==> config.mk <==
export PLATFORM = sky130hd
export DESIGN_NAME = gmii_rx_frame_ctrl
export DESIGN_NICKNAME = d
export VERILOG_FILES = /design/src/rtl/eth_rx_pkg.sv /design/src/rtl/eth_crc32_d8.sv /design/src/rtl/gmii_rx_frame_ctrl.sv
export SDC_FILE = /design/constraint.sdc
export NUM_CORES = 1
export LEC_CHECK = 0
export BUFFER_PORTS_ARGS = -buffer_cell sky130_fd_sc_hd__buf_2
export CAP_MARGIN = 20
export CORE_MARGIN = 3
export CORE_UTILIZATION = 60
export CTS_BUF_LIST = sky130_fd_sc_hd__clkbuf_8
export CTS_CLUSTER_SIZE = 28
export DETAILED_ROUTE_END_ITERATION = 6
export GPL_TIMING_DRIVEN = 0
export HOLD_SLACK_MARGIN = 0.1
export PLACE_DENSITY = 0.81
export SYNTH_ARGS = -nofsm -noshare
export SYNTH_HDL_FRONTEND = slang
export SYNTH_SLANG_ARGS = --single-unit
==> constraint.sdc <==
create_clock -name eth_rxc_sample -period 7.3 [get_ports eth_rxc_sample]
set_input_delay 0.73 -clock eth_rxc_sample [delete_from_list [all_inputs] [get_ports eth_rxc_sample]]
set_output_delay 0.73 -clock eth_rxc_sample [all_outputs]
set_load 0.01 [all_outputs]
==> src/rtl/eth_rx_pkg.sv <==
// eth_rx_pkg: shared FSM states, preamble/SFD bytes and CRC32 constants for the GMII receive path.
package eth_rx_pkg;
    typedef enum logic [1:0] {ST_IDLE, ST_PREAMBLE, ST_DATA, ST_DROP} rx_state_e;
    localparam logic [7:0]  PREAMBLE_BYTE = 8'h55;
    localparam logic [7:0]  SFD_BYTE      = 8'hD5;
    localparam int          MAX_PREAMBLE  = 7;
    localparam logic [31:0] CRC_POLY      = 32'hEDB88320;
    localparam logic [31:0] CRC_INIT      = 32'hFFFFFFFF;
    localparam logic [31:0] CRC_RESIDUE   = 32'hDEBB20E3;
    function automatic logic [31:0] crc32_byte(input logic [31:0] c, input logic [7:0] d);
        logic [31:0] r;
        r = c ^ {24'h0, d};
        for (int i = 0; i < 8; i++) r = r[0] ? ((r >> 1) ^ CRC_POLY) : (r >> 1);
        return r;
    endfunction
endpackage

==> src/rtl/eth_crc32_d8.sv <==
// eth_crc32_d8: byte-wide reflected CRC32 register, no final inversion (good frame leaves the residue).
module eth_crc32_d8
    import eth_rx_pkg::*;
(
    input  logic        clk,
    input  logic        rst_n,
    input  logic        init,
    input  logic        en,
    input  logic [7:0]  data,
    output logic [31:0] crc
);
    always_ff @(posedge clk or negedge rst_n) begin
        if (!rst_n) crc <= CRC_INIT;
        else if (init) crc <= CRC_INIT;
        else if (en) crc <= crc32_byte(crc, data);
    end
endmodule

==> src/rtl/gmii_rx_frame_ctrl.sv <==
// gmii_rx_frame_ctrl: strips preamble/SFD, delimits frames, enforces length limits, keeps statistics.
// Defining RX_FCS_CHECK_EN adds the CRC32 FCS check to the frame error.
module gmii_rx_frame_ctrl
    import eth_rx_pkg::*;
#(
    parameter int BYTE_DIV = 2,
    parameter int MIN_LEN  = 64,
    parameter int MAX_LEN  = 1518
) (
    input  logic        eth_rxc_sample,
    input  logic        rst_n,
    input  logic        gmii_rx_dv,
    input  logic [7:0]  gmii_rxd,
    output logic [7:0]  rx_data,
    output logic        rx_valid,
    output logic        rx_sof,
    output logic        rx_eof,
    output logic        rx_err,
    output logic        frame_done,
    output logic [15:0] rx_len,
    output logic [15:0] cnt_good,
    output logic [15:0] cnt_bad
);
    rx_state_e   st_q, st_d;
    logic [7:0]  ph_q, ph_d, hold_q, hold_d, data_q, data_d;
    logic [2:0]  pre_q, pre_d;
    logic [15:0] len_q, len_d, rlen_q, rlen_d, good_q, bad_q;
    logic        dv_q, have_q, have_d, first_q, first_d;
    logic        valid_q, valid_d, sof_q, sof_d, eof_q, eof_d, err_q, err_d, done_q, done_d;
    logic        good_inc, bad_inc, take, fcs_bad;

    assign take = gmii_rx_dv && ph_q == 8'd0;
    assign ph_d = (!gmii_rx_dv || ph_q == 8'(BYTE_DIV - 1)) ? 8'd0 : ph_q + 8'd1;

`ifdef RX_FCS_CHECK_EN
    logic [31:0] crc;
    eth_crc32_d8 u_crc (
        .clk  (eth_rxc_sample),
        .rst_n(rst_n),
        .init (st_q == ST_PREAMBLE && take && gmii_rxd == SFD_BYTE),
        .en   (st_q == ST_DATA && take && len_q != 16'(MAX_LEN)),
        .data (gmii_rxd),
        .crc  (crc)
    );
    assign fcs_bad = crc != CRC_RESIDUE;
`else
    assign fcs_bad = 1'b0;
`endif

    always_comb begin
        st_d = st_q;
        pre_d = pre_q;
        len_d = len_q;
        hold_d = hold_q;
        have_d = have_q;
        first_d = first_q;
        data_d = data_q;
        valid_d = 1'b0;
        sof_d = 1'b0;
        eof_d = 1'b0;
        done_d = 1'b0;
        err_d = err_q;
        rlen_d = rlen_q;
        good_inc = 1'b0;
        bad_inc = 1'b0;
        case (st_q)
            ST_IDLE: if (gmii_rx_dv) begin
                // dv already high on entry (e.g. released from reset mid-frame) is not a frame start
                st_d = (dv_q || gmii_rxd != PREAMBLE_BYTE) ? ST_DROP : ST_PREAMBLE;
                pre_d = 3'd1;
            end
            ST_PREAMBLE: if (!gmii_rx_dv) begin
                st_d = ST_IDLE;
                done_d = 1'b1;
                err_d = 1'b1;
                rlen_d = 16'd0;
                bad_inc = 1'b1;
            end else if (take) begin
                if (gmii_rxd == SFD_BYTE) begin
                    st_d = ST_DATA;
                    len_d = 16'd0;
                    have_d = 1'b0;
                    first_d = 1'b1;
                end else if (gmii_rxd == PREAMBLE_BYTE && pre_q < 3'(MAX_PREAMBLE)) begin
                    pre_d = pre_q + 3'd1;
                end else begin
                    st_d = ST_DROP;
                    bad_inc = 1'b1;
                end
            end
            ST_DATA: if (!gmii_rx_dv) begin
                st_d = ST_IDLE;
                done_d = 1'b1;
                valid_d = have_q;
                sof_d = have_q && first_q;
                eof_d = have_q;
                data_d = have_q ? hold_q : data_q;
                err_d = !have_q || len_q < 16'(MIN_LEN) || fcs_bad;
                rlen_d = len_q;
                good_inc = !err_d;
                bad_inc = err_d;
            end else if (take) begin
                if (len_q == 16'(MAX_LEN)) begin
                    st_d = ST_DROP;
                    valid_d = 1'b1;
                    sof_d = first_q;
                    eof_d = 1'b1;
                    data_d = hold_q;
                    err_d = 1'b1;
                    done_d = 1'b1;
                    rlen_d = len_q;
                    bad_inc = 1'b1;
                end else begin
                    valid_d = have_q;
                    sof_d = have_q && first_q;
                    first_d = first_q && !have_q;
                    data_d = have_q ? hold_q : data_q;
                    hold_d = gmii_rxd;
                    have_d = 1'b1;
                    len_d = (len_q == 16'hFFFF) ? len_q : len_q + 16'd1;
                end
            end
            ST_DROP: if (!gmii_rx_dv) st_d = ST_IDLE;
            default: st_d = ST_IDLE;
        endcase
    end

    always_ff @(posedge eth_rxc_sample or negedge rst_n) begin
        if (!rst_n) begin
            st_q <= ST_IDLE;
            ph_q <= '0;
            dv_q <= 1'b1;
            pre_q <= '0;
            len_q <= '0;
            hold_q <= '0;
            have_q <= 1'b0;
            first_q <= 1'b0;
            data_q <= '0;
            valid_q <= 1'b0;
            sof_q <= 1'b0;
            eof_q <= 1'b0;
            err_q <= 1'b0;
            done_q <= 1'b0;
            rlen_q <= '0;
            good_q <= '0;
            bad_q <= '0;
        end else begin
            st_q <= st_d;
            ph_q <= ph_d;
            dv_q <= gmii_rx_dv;
            pre_q <= pre_d;
            len_q <= len_d;
            hold_q <= hold_d;
            have_q <= have_d;
            first_q <= first_d;
            data_q <= data_d;
            valid_q <= valid_d;
            sof_q <= sof_d;
            eof_q <= eof_d;
            err_q <= err_d;
            done_q <= done_d;
            rlen_q <= rlen_d;
            good_q <= (good_inc && good_q != 16'hFFFF) ? good_q + 16'd1 : good_q;
            bad_q <= (bad_inc && bad_q != 16'hFFFF) ? bad_q + 16'd1 : bad_q;
        end
    end

    assign rx_data = data_q;
    assign rx_valid = valid_q;
    assign rx_sof = sof_q;
    assign rx_eof = eof_q;
    assign rx_err = err_q;
    assign frame_done = done_q;
    assign rx_len = rlen_q;
    assign cnt_good = good_q;
    assign cnt_bad = bad_q;
endmodule

==> impl_results.md <==
* Status: finished clean
* Critical path type: register to register
* Residual DRC at 0
* CP startpoint kind: register
* Setup Buffers After CTS at 0
* Core box area at 0.007848 sq mm
* Largest buffer count on any clock path at 2
* First-pass detailed-route iteration total at 5
* Synth warnings at 0
* Ys flop type: dfrtp_1
* Async set-reset flop share out of synthesis at 100.0%
* Row count at 32
* Routability congestion estimate at 0.9043
* Initial Utilization at 63.07%
* Total track usage at 23.14%
* Port-buffer cells at 71
* CTS root buffer: clkbuf_8
* Fin. Hold Viols at 0
* Antenna viol nets, final at 0
* Pre-CTS WS at 3979 ps
* CTS tree: done
* Via-per-instance ratio at 5.868
* CP endpoint kind: register
* Placed inst area at 0.005463 sq mm
* Register area share after synthesis at 51.09%
* Total CTS buffers at 9
* Worst setup path end: len_q[10]
* CP arrival at 3360 ps
* Slew at the pin with the worst max-slew slack at 722.4 ps
* Crit path required time at 7600 ps
* Vias post-DR at 3943
* Final setup TNS at 0 ps
* End-of-flow core utilization at 71.89%
* FF-to-FF End: len_q[10]
* Clock latency on the worst-skew pair at 370 ps
* Layout cells sized above 1 at 23.33%
* Crit-path max FO at 10
* Worst reg-to-reg path cell count at 8
* Pleak at 2.708 nW
* Final Worst Setup Slack at 4245 ps
* Initial DRC count at 213
* Chip width at 96.83 um
* Design area at 0.005642 sq mm
* Clk sinks at 101
* Min Tclk post-route at 3055 ps
* Height of the chip at 96.83 um
* DP Wirelength at 7653 um
* Clock skew at 10.55 ps
* Period Utilization, post-route at 41.85%
* Htree depth at 3
* Avg Cell Area, Syn at 10.27 sq um
* Area grow syn2layout at 13.98%
* Synthesized net count at 505
* First-pass GRT wire length at 18060 um
* Hold buffer count at cts at 0
* Routed len/inst at 15.69 um
* Finish-stage setup viols at 0
* Clk slew on worst S/H paths at 90 ps
* Initial antenna violation count at 0
* Worst flop-to-flop path startpoint: st_q[0]
* FF+latch count, synth at 101
* N_diodes at 0
* Die ar. at 0.009375 sq mm
* CP startpoint: st_q[0]
* GRT overflow at 0
* Final nets at 588
* Worst relative slew slack at 51.39%
* Post-synth EDFFs at 0
* Mapped Area at 0.004950 sq mm
* Synth Instances at 482
* Design Power at 1.665 mW
* VDD IR-drop max at 0.1845 mV
* Worst R2R Setup Slack at 4250 ps
* Resized cells post-CTS at 0
* Max Cap Viol at 0
* RSZ-0062 raised after global routing: false
* Max-slew violations at 0
* PwrDens at 295.2 mW/mm^2
* Final wirelength at 10540 um
* Max Clk Rate at 0.3273 GHz
* Cell variety after synth at 64
* Hold Path Class: input port to asynchronous set/reset pin
* Ports at 72
* Pin count of the biggest net entering global routing at 63
* Number of global-route vias before repair at 3884
==> layout by cell type (no fill, tap or decap), types with 4 or more instances in the layout <==
cell and n:
dfrtp_1 100, buf_2 73, nand2_1 71, nand3_1 43, nor2_1 26, inv_1 20, xor2_1 20, mux2_2 20
o21ai_0 16, xnor2_1 14, a21oi_1 13, clkbuf_8 12, nor3_1 12, ha_1 12, and3_1 10, o21a_1 9
nand4_1 8, o31ai_1 8, clkbuf_1 6, nor4_1 6, o211ai_1 4, or3_1 4
==> report_power, final <==
part	leakage [nW]	switching, mW	internal, mW
sequential	1.31	0.0965	0.676
combinational	1.30	0.335	0.230
clock	0.0939	0.188	0.140
==> worst max-delay path: stages (launching register included) <==
cell and delay, ps:
dfrtp_1 410, inv_1 120, ha_1 250, clkbuf_1 420, nor2_1 120, a211oi_1 630
o311ai_0 380, or4_1 550, nand3_1 110
==> logic make-up (layout without fill, tap and decap cells) <==
family          count (synthesis)  after routing  share of synthesized area [%]
mux                            23             23                          5.182
compound gates                 70             70                          9.985
fa+ha+maj                      12             12                          3.033
buf+inv                        32            120                          2.881
xor+xnor                       34             34                          6.016
flops                         101            101                          51.09
simple gates                  210            210                          21.81
==> synth_stat cells (9+ instances only) <==
cell type | number | area, sq um
a21oi_1 | 13 | 65.06
ha_1 | 12 | 150.1
xnor2_1 | 14 | 122.6
nor2_1 | 26 | 97.59
nand2_1 | 71 | 266.5
xor2_1 | 20 | 175.2
inv_1 | 18 | 67.56
dfrtp_1 | 100 | 2502
and3_1 | 10 | 62.56
o21ai_0 | 16 | 80.08
nor3_1 | 12 | 60.06
o21a_1 | 9 | 67.56
nand3_1 | 43 | 215.2
mux2_2 | 20 | 225.2
==> state kept, by name, indices dropped and copies added (netlist names), 3 cells and up <==
signal and flops:
cnt_bad 16, cnt_good 16, len_q 16, rx_len 16, hold_q 8, ph_q 8, rx_data 8, pre_q 3
==> metrics by stage <==
step / hold WS (ps) / instances
after detailed placement: 450.1 / 656
after CTS: 347.5 / 672
after global routing: 362.8 / 672
final: 337.1 / 672
after global placement: 447.6 / 655
after floorplan: 434.4 / 482
==> worst min-delay path by stage <==
stage,start,to,slack (ps),cells after the start
floorplan,rst_n,cnt_bad[0],430,0
global placement,rx_len[7],rx_len[7],450,2
detailed placement,rx_len[7],rx_len[7],450,2
CTS,rst_n,rx_valid,350,1
global route,rst_n,rx_valid,360,1
finish,rst_n,ph_q[0],340,1
==> routing by layer <==
layer | routed length [um] | GRT usage (%) | vias to the layer above | share of wire (%)
li1 | - | - | 1883 | -
met1 | 4619 | 30.38 | 1905 | 44
met2 | 5163 | 38.43 | 135 | 49
met3 | 601 | 5.912 | 20 | 5.7
met4 | 158 | 6.156 | 0 | 1.5
met5 | 0 | 0 | - | 0
==> layout make-up <==
type,count,area [sq um]
fillers,613,2206
multi-input cells,349,2278
plain buffers,14,75.07
repair buffers,72,385.4
clock inverters,5,27.53
well taps,102,127.6
inverters,18,67.56
flip-flops and latches,101,2529
clock buffers,11,151.4
Power figures use the tool's default switching activity.
